$ cat src/rtl/evo_xb_csr_arb.sv
// evo_xb_csr_arb: round-robin arbiter that serialises single-beat CSR
// reads and writes from NUM_REQ requesters onto one CSR strobe interface.
// Accesses below XB_BASE are rejected with an err pulse and never reach
// the CSR bus.
// Optional feature macro: EVO_XB_ARB_TIMEOUT_EN. When defined, an access
// is aborted with err after TIMEOUT cycles without csr_ack. When it is
// undefined, an access waits for csr_ack indefinitely.
//
// state    | meaning
// ---------+--------------------------------------------------------------
// S_IDLE   | no transaction; pick round-robin winner, latch its request
// S_ACCESS | csr_sel high, waiting for csr_ack (or timeout when enabled)
// S_RESP   | ack pulse to the served requester, rdata valid
// S_ERR    | err pulse to the served requester (window violation/timeout)

module evo_xb_csr_arb #(
    parameter int                NUM_REQ = 2,
    parameter int                ADDR_W  = 12,
    parameter int                DATA_W  = 8,
    parameter logic [ADDR_W-1:0] XB_BASE = 12'h800,
    parameter int                TIMEOUT = 15
) (
    input  logic                       clk,
    input  logic                       rstn,
    input  logic [NUM_REQ-1:0]         req,
    input  logic [NUM_REQ-1:0]         we,
    input  logic [NUM_REQ*ADDR_W-1:0]  addr,
    input  logic [NUM_REQ*DATA_W-1:0]  wdata,
    output logic [NUM_REQ-1:0]         gnt,
    output logic [NUM_REQ-1:0]         ack,
    output logic [NUM_REQ-1:0]         err,
    output logic [DATA_W-1:0]          rdata,
    output logic                       csr_sel,
    output logic                       csr_we,
    output logic [ADDR_W-1:0]          csr_addr,
    output logic [DATA_W-1:0]          csr_wdata,
    input  logic [DATA_W-1:0]          csr_rdata,
    input  logic                       csr_ack
);

    localparam int IDX_W = $clog2(NUM_REQ);
    localparam logic [IDX_W:0] NUM_REQ_L = (IDX_W+1)'(NUM_REQ);

    if (NUM_REQ < 2 || NUM_REQ > 8 || TIMEOUT < 1) begin : g_param_check
        $error("evo_xb_csr_arb: NUM_REQ must be 2..8 and TIMEOUT at least 1");
    end

    typedef enum logic [1:0] {
        S_IDLE,
        S_ACCESS,
        S_RESP,
        S_ERR
    } state_t;

    state_t               state_q, state_d;
    logic [IDX_W-1:0]     idx_q, idx_d;
    logic [IDX_W-1:0]     last_q, last_d;
    logic [NUM_REQ-1:0]   gnt_q, gnt_d;
    logic [NUM_REQ-1:0]   ack_q, ack_d;
    logic [NUM_REQ-1:0]   err_q, err_d;
    logic [DATA_W-1:0]    rdata_q, rdata_d;
    logic                 csr_sel_q, csr_sel_d;
    logic                 csr_we_q, csr_we_d;
    logic [ADDR_W-1:0]    csr_addr_q, csr_addr_d;
    logic [DATA_W-1:0]    csr_wdata_q, csr_wdata_d;

`ifdef EVO_XB_ARB_TIMEOUT_EN
    localparam int CNT_W = $clog2(TIMEOUT + 1);
    logic [CNT_W-1:0]     cnt_q, cnt_d;
`endif

    logic                 win_found;
    logic [IDX_W-1:0]     win_idx;
    logic [IDX_W:0]       cand;
    logic [ADDR_W-1:0]    win_addr;
    logic [DATA_W-1:0]    win_wdata;

    // Round-robin search starting one past the last served requester.
    always_comb begin
        win_found = 1'b0;
        win_idx   = '0;
        cand      = '0;
        for (int k = 1; k <= NUM_REQ; k++) begin
            cand = {1'b0, last_q} + k[IDX_W:0];
            if (cand >= NUM_REQ_L) begin
                cand = cand - NUM_REQ_L;
            end
            if (!win_found && req[cand[IDX_W-1:0]]) begin
                win_found = 1'b1;
                win_idx   = cand[IDX_W-1:0];
            end
        end
    end

    // Select the winning requester's address and write data.
    always_comb begin
        win_addr  = addr[int'(win_idx)*ADDR_W +: ADDR_W];
        win_wdata = wdata[int'(win_idx)*DATA_W +: DATA_W];
    end

    // Next-state and registered-output computation.
    always_comb begin
        state_d     = state_q;
        idx_d       = idx_q;
        last_d      = last_q;
        gnt_d       = gnt_q;
        ack_d       = '0;
        err_d       = '0;
        rdata_d     = rdata_q;
        csr_sel_d   = csr_sel_q;
        csr_we_d    = csr_we_q;
        csr_addr_d  = csr_addr_q;
        csr_wdata_d = csr_wdata_q;
`ifdef EVO_XB_ARB_TIMEOUT_EN
        cnt_d       = cnt_q;
`endif
        case (state_q)
            S_IDLE: begin
                if (win_found) begin
                    idx_d       = win_idx;
                    csr_addr_d  = win_addr;
                    csr_wdata_d = win_wdata;
                    if (win_addr < XB_BASE) begin
                        state_d = S_ERR;
                        err_d   = NUM_REQ'(1) << win_idx;
                    end else begin
                        state_d   = S_ACCESS;
                        csr_sel_d = 1'b1;
                        csr_we_d  = we[win_idx];
                        gnt_d     = NUM_REQ'(1) << win_idx;
`ifdef EVO_XB_ARB_TIMEOUT_EN
                        cnt_d     = CNT_W'(TIMEOUT - 1);
`endif
                    end
                end
            end
            S_ACCESS: begin
                if (csr_ack) begin
                    state_d   = S_RESP;
                    csr_sel_d = 1'b0;
                    csr_we_d  = 1'b0;
                    ack_d     = NUM_REQ'(1) << idx_q;
                    if (!csr_we_q) begin
                        rdata_d = csr_rdata;
                    end
                end
`ifdef EVO_XB_ARB_TIMEOUT_EN
                else if (cnt_q == '0) begin
                    state_d   = S_ERR;
                    csr_sel_d = 1'b0;
                    csr_we_d  = 1'b0;
                    gnt_d     = '0;
                    err_d     = NUM_REQ'(1) << idx_q;
                end else begin
                    cnt_d = cnt_q - 1'b1;
                end
`endif
            end
            S_RESP: begin
                state_d = S_IDLE;
                gnt_d   = '0;
                last_d  = idx_q;
            end
            S_ERR: begin
                state_d = S_IDLE;
                gnt_d   = '0;
                last_d  = idx_q;
            end
            default: begin
                state_d = S_IDLE;
            end
        endcase
    end

    // State and output registers; reset abandons any transaction in flight.
    always_ff @(posedge clk or negedge rstn) begin
        if (!rstn) begin
            state_q     <= S_IDLE;
            idx_q       <= '0;
            last_q      <= IDX_W'(NUM_REQ - 1);
            gnt_q       <= '0;
            ack_q       <= '0;
            err_q       <= '0;
            rdata_q     <= '0;
            csr_sel_q   <= 1'b0;
            csr_we_q    <= 1'b0;
            csr_addr_q  <= '0;
            csr_wdata_q <= '0;
`ifdef EVO_XB_ARB_TIMEOUT_EN
            cnt_q       <= '0;
`endif
        end else begin
            state_q     <= state_d;
            idx_q       <= idx_d;
            last_q      <= last_d;
            gnt_q       <= gnt_d;
            ack_q       <= ack_d;
            err_q       <= err_d;
            rdata_q     <= rdata_d;
            csr_sel_q   <= csr_sel_d;
            csr_we_q    <= csr_we_d;
            csr_addr_q  <= csr_addr_d;
            csr_wdata_q <= csr_wdata_d;
`ifdef EVO_XB_ARB_TIMEOUT_EN
            cnt_q       <= cnt_d;
`endif
        end
    end

    assign gnt       = gnt_q;
    assign ack       = ack_q;
    assign err       = err_q;
    assign rdata     = rdata_q;
    assign csr_sel   = csr_sel_q;
    assign csr_we    = csr_we_q;
    assign csr_addr  = csr_addr_q;
    assign csr_wdata = csr_wdata_q;

endmodule
$ cat config.mk
export PLATFORM = sky130hd
export DESIGN_NAME = evo_xb_csr_arb
export DESIGN_NICKNAME = d
export VERILOG_FILES = /design/src/rtl/evo_xb_csr_arb.sv
export SDC_FILE = /design/constraint.sdc
export NUM_CORES = 1
export LEC_CHECK = 0
export ABC_AREA = 0
export CAP_MARGIN = 30
export CORE_MARGIN = 5
export CORE_UTILIZATION = 37
export CTS_BUF_LIST = sky130_fd_sc_hd__clkbuf_8
export DETAILED_ROUTE_END_ITERATION = 8
export PLACE_DENSITY = 0.79
export RECOVER_POWER = 100
export SYNTH_ARGS = -nofsm -noshare
export SYNTH_HDL_FRONTEND = slang
export SYNTH_SLANG_ARGS = --single-unit
export TNS_END_PERCENT = 100
$ cat constraint.sdc
create_clock -name clk -period 1.54 [get_ports clk]
set_clock_uncertainty 0.1 [all_clocks]
set_input_delay 0.308 -clock clk [delete_from_list [all_inputs] [get_ports clk]]
set_output_delay 0.308 -clock clk [all_outputs]
set_load 0.005 [all_outputs]
==> summary.md <==
| Metric | Value |
|---|---|
| Final HPWL DP | 3290 um |
| Number of global-route vias before repair | 1530 |
| Die area | 6200 sq um |
| DR vias | 1530 |
| Min-delay src | csr_ack |
| Leakage Power | 1.43 nW |
| Critical path data required time | 1.66 ns |
| First-pass GRT wire length | 7060 um |
| Port bufs | 90 |
| Largest net degree at the start of global routing | 42 |
| Status | finished clean |
| Nets | 319 |
| # H-tree levels | 2 |
| WL final | 4450 um |
| Reg-to-reg startpoint | last_q |
| Final setup fails | 0 |
| CTS Buf Count | 5 |
| Cell taking the most area after synthesis | dfrtp_1 |
| Post-synth EDFFs | 0 |
| Root Buffer | clkbuf_8 |
| WP data arrival | 1.60 ns |
| Share of the synthesized area in the top cell type | 55.8% |
| Reg clk slew, reported paths | 0.07 ns |
| RePlAce Congestion | 0.781 |
| CP Launch Type | flip-flop |
| Max Fclk | 674 MHz |
| Synthesis-stage register bit count | 40 |
| Router iterations before antenna repair | 4 |
| Reg2Reg Capture Point | gnt[1] |
| Drc violations | 0 |
| Die Y | 78.8 um |
| YS warnings | 0 |
| PwrDens | 1560 nW/um^2 |
| Starting density of the core | 37.5% |
| Area Growth Syn to Fin | 71.5% |
| Post-route cell area | 3000 sq um |
| Setup TNS | 0 ns |
| Reg2Reg Depth | 5 |
| Syn nets | 208 |
| Row count | 25 |
| Syn avg cell area | 11.4 sq um |
| CTS tree | yes |
| Area after DPL | 2820 sq um |
| GRT Total Usage | 14.6% |
| Core Region | 4660 sq um |
| Post-route ant nets | 0 |
| Final cycle utilization of the critical path | 96.4% |
| Max clock buf depth | 2 |
| Minimum clock period | 1.48 ns |
| Sequential area share after synthesis | 57.3% |
| Crit end category | flip-flop |
| Fillers | 372 |
| Peak VDD IR | 0.000600 V |
| Slew Viols, Final | 0 |
| Grt ovf | 0 |
| Setup WS pre-CTS | -0.387 ns |
| Top post-synthesis cells by count | 39 x dfrtp_1, 26 x nand2_1, 19 x mux2i_1, 19 x o21ai_0, 9 x mux2_2 |
| Synth area leaders | dfrtp_1 56%, mux2i_1 11%, mux2_2 5.8% |
| Antenna violations before repair | 0 |
| Slew headroom | 71.7% |
| Worst-Margin Slew | 0.424 ns |
| # diodes | 0 |
| IO Count | 91 |
| Most instantiated library cell after synthesis | dfrtp_1 |
| Library cells used by synthesis | 30 |
| Hold Path Class | input pin to flip-flop |
| Critical path type | flip-flop to flip-flop |
| Hold EP | state_q[0] |
| Worst setup margin | 0.0556 ns |
| Wire length per cell | 13.9 um |
| Post-Syn Area | 1750 sq um |
| R2R Setup Slk | 0.06 ns |
| Cell depth of the worst hold path | 3 |
| Die Width | 78.8 um |
| Maximum Capacitance Violations | 0 |
| Async S/R FF share, synth | 100% |
| Layout cells sized above 1 | 17.7% |
| Dominant synthesized flop cell | dfrtp_1 |
| Synth Instances | 153 |
| Initial drt markers | 56 |
| Clk_lat worst skew | 0.28 ns |
| Clock sink total | 40 |
| Via/cell ratio | 4.80 |
| Final Hold Fails | 0 |
| Crit path max fanout | 8 |
| Setup repair after global routing missed its margin | true |
placed cells by master (no fill, tap or decap), types with 2 or more instances in the layout:
cell             count
clkdlybuf4s50_1     51
dfrtp_1             39
dlygate4sd2_1       33
nand2_1             26
mux2i_1             19
o21ai_0             16
buf_4               12
mux2_2               7
clkbuf_8             7
nor2_1               5
inv_1                4
clkdlybuf4s25_1      4
o21ai_1              3
buf_12               3
nor3_1               2
mux2_4               2
a21oi_1              2
clkbuf_16            2
clkbuf_1             2
area by class of cell:
class,count,area [sq um],share of cell area (%)
clock inverter,1,3.75,0.125
tap,54,67.6,2.25
sequential,40,1000,33.4
inverter,3,11.3,0.375
multi-input combinational,102,727,24.2
timing repair buffer,112,1090,36.4
clock buffer,7,96.3,3.21
power by group:
part,internal [mW],leakage (nW),switching (mW)
logic,1.23,0.886,0.932
registers,1.55,0.493,0.224
clock network,0.402,0.0557,0.342
total,3.18,1.43,1.50
kinds of logic (layout without fill, tap and decap cells):
group	count (synthesis)	in the layout	synth area share [%]
simple gates	42	42	11.2
flops	40	40	57.3
compound gates	32	32	11.2
mux	28	28	16.7
buf+inv	11	123	3.72
metrics by stage:
step	total power [mW]	instances	utilization, %	hold slack (ns)
2_1_floorplan	2.73	153	-	-0.0876
3_3_place_gp	4.05	304	60.4	0.144
3_5_place_dp	4.11	304	60.4	0.145
4_1_cts	4.63	315	62.4	0.344
5_1_grt	5.06	319	64.3	0.374
6_report	4.68	319	64.3	0.351
repair_timing:
item,4_1_cts,5_1_grt
setup endpoints to repair,39,27
hold buffers,1,0
gates cloned,0,3
gates resized for setup,36,14
pin swaps,3,2
buffers inserted,2,1
endpoints found under the hold margin,13,0
flip-flops by register name, indices dropped and copies added (netlist names):
name,count
err,2
state_q,2
last_q,1
csr_we,1
ack,2
csr_addr,12
csr_wdata,8
rdata,8
gnt,2
idx_q,1
csr_sel,1
layer usage:
layer  global-route usage, %  wire [um]  up-vias
li1                        -          -      756
met1                    17.3       1780      694
met2                    23.5       2040       76
met3                    6.69        587        4
met4                    4.72         38        0
met5                       0          0        -
worst max path at each step:
stage                from  endpoint  slack, ns  cells after the start
6_report           last_q    gnt[1]       0.06                      5
3_5_place_dp      csr_ack  rdata[6]      -0.39                      5
5_1_grt            last_q    gnt[0]      -0.01                      5
3_3_place_gp      csr_ack  rdata[7]      -0.34                      5
4_1_cts            err[0]    err[0]      0.006                      1
2_1_floorplan  state_q[1]  rdata[0]       0.05                      4
critical path, cell delays in order (launching register included):
cell      delay (ns)
dfstp_2         0.56
a21boi_4        0.07
buf_12          0.15
a32o_2          0.23
a21bo_1         0.20
a21oi_2         0.11
Note: power is estimated with default switching activity, not from simulation.
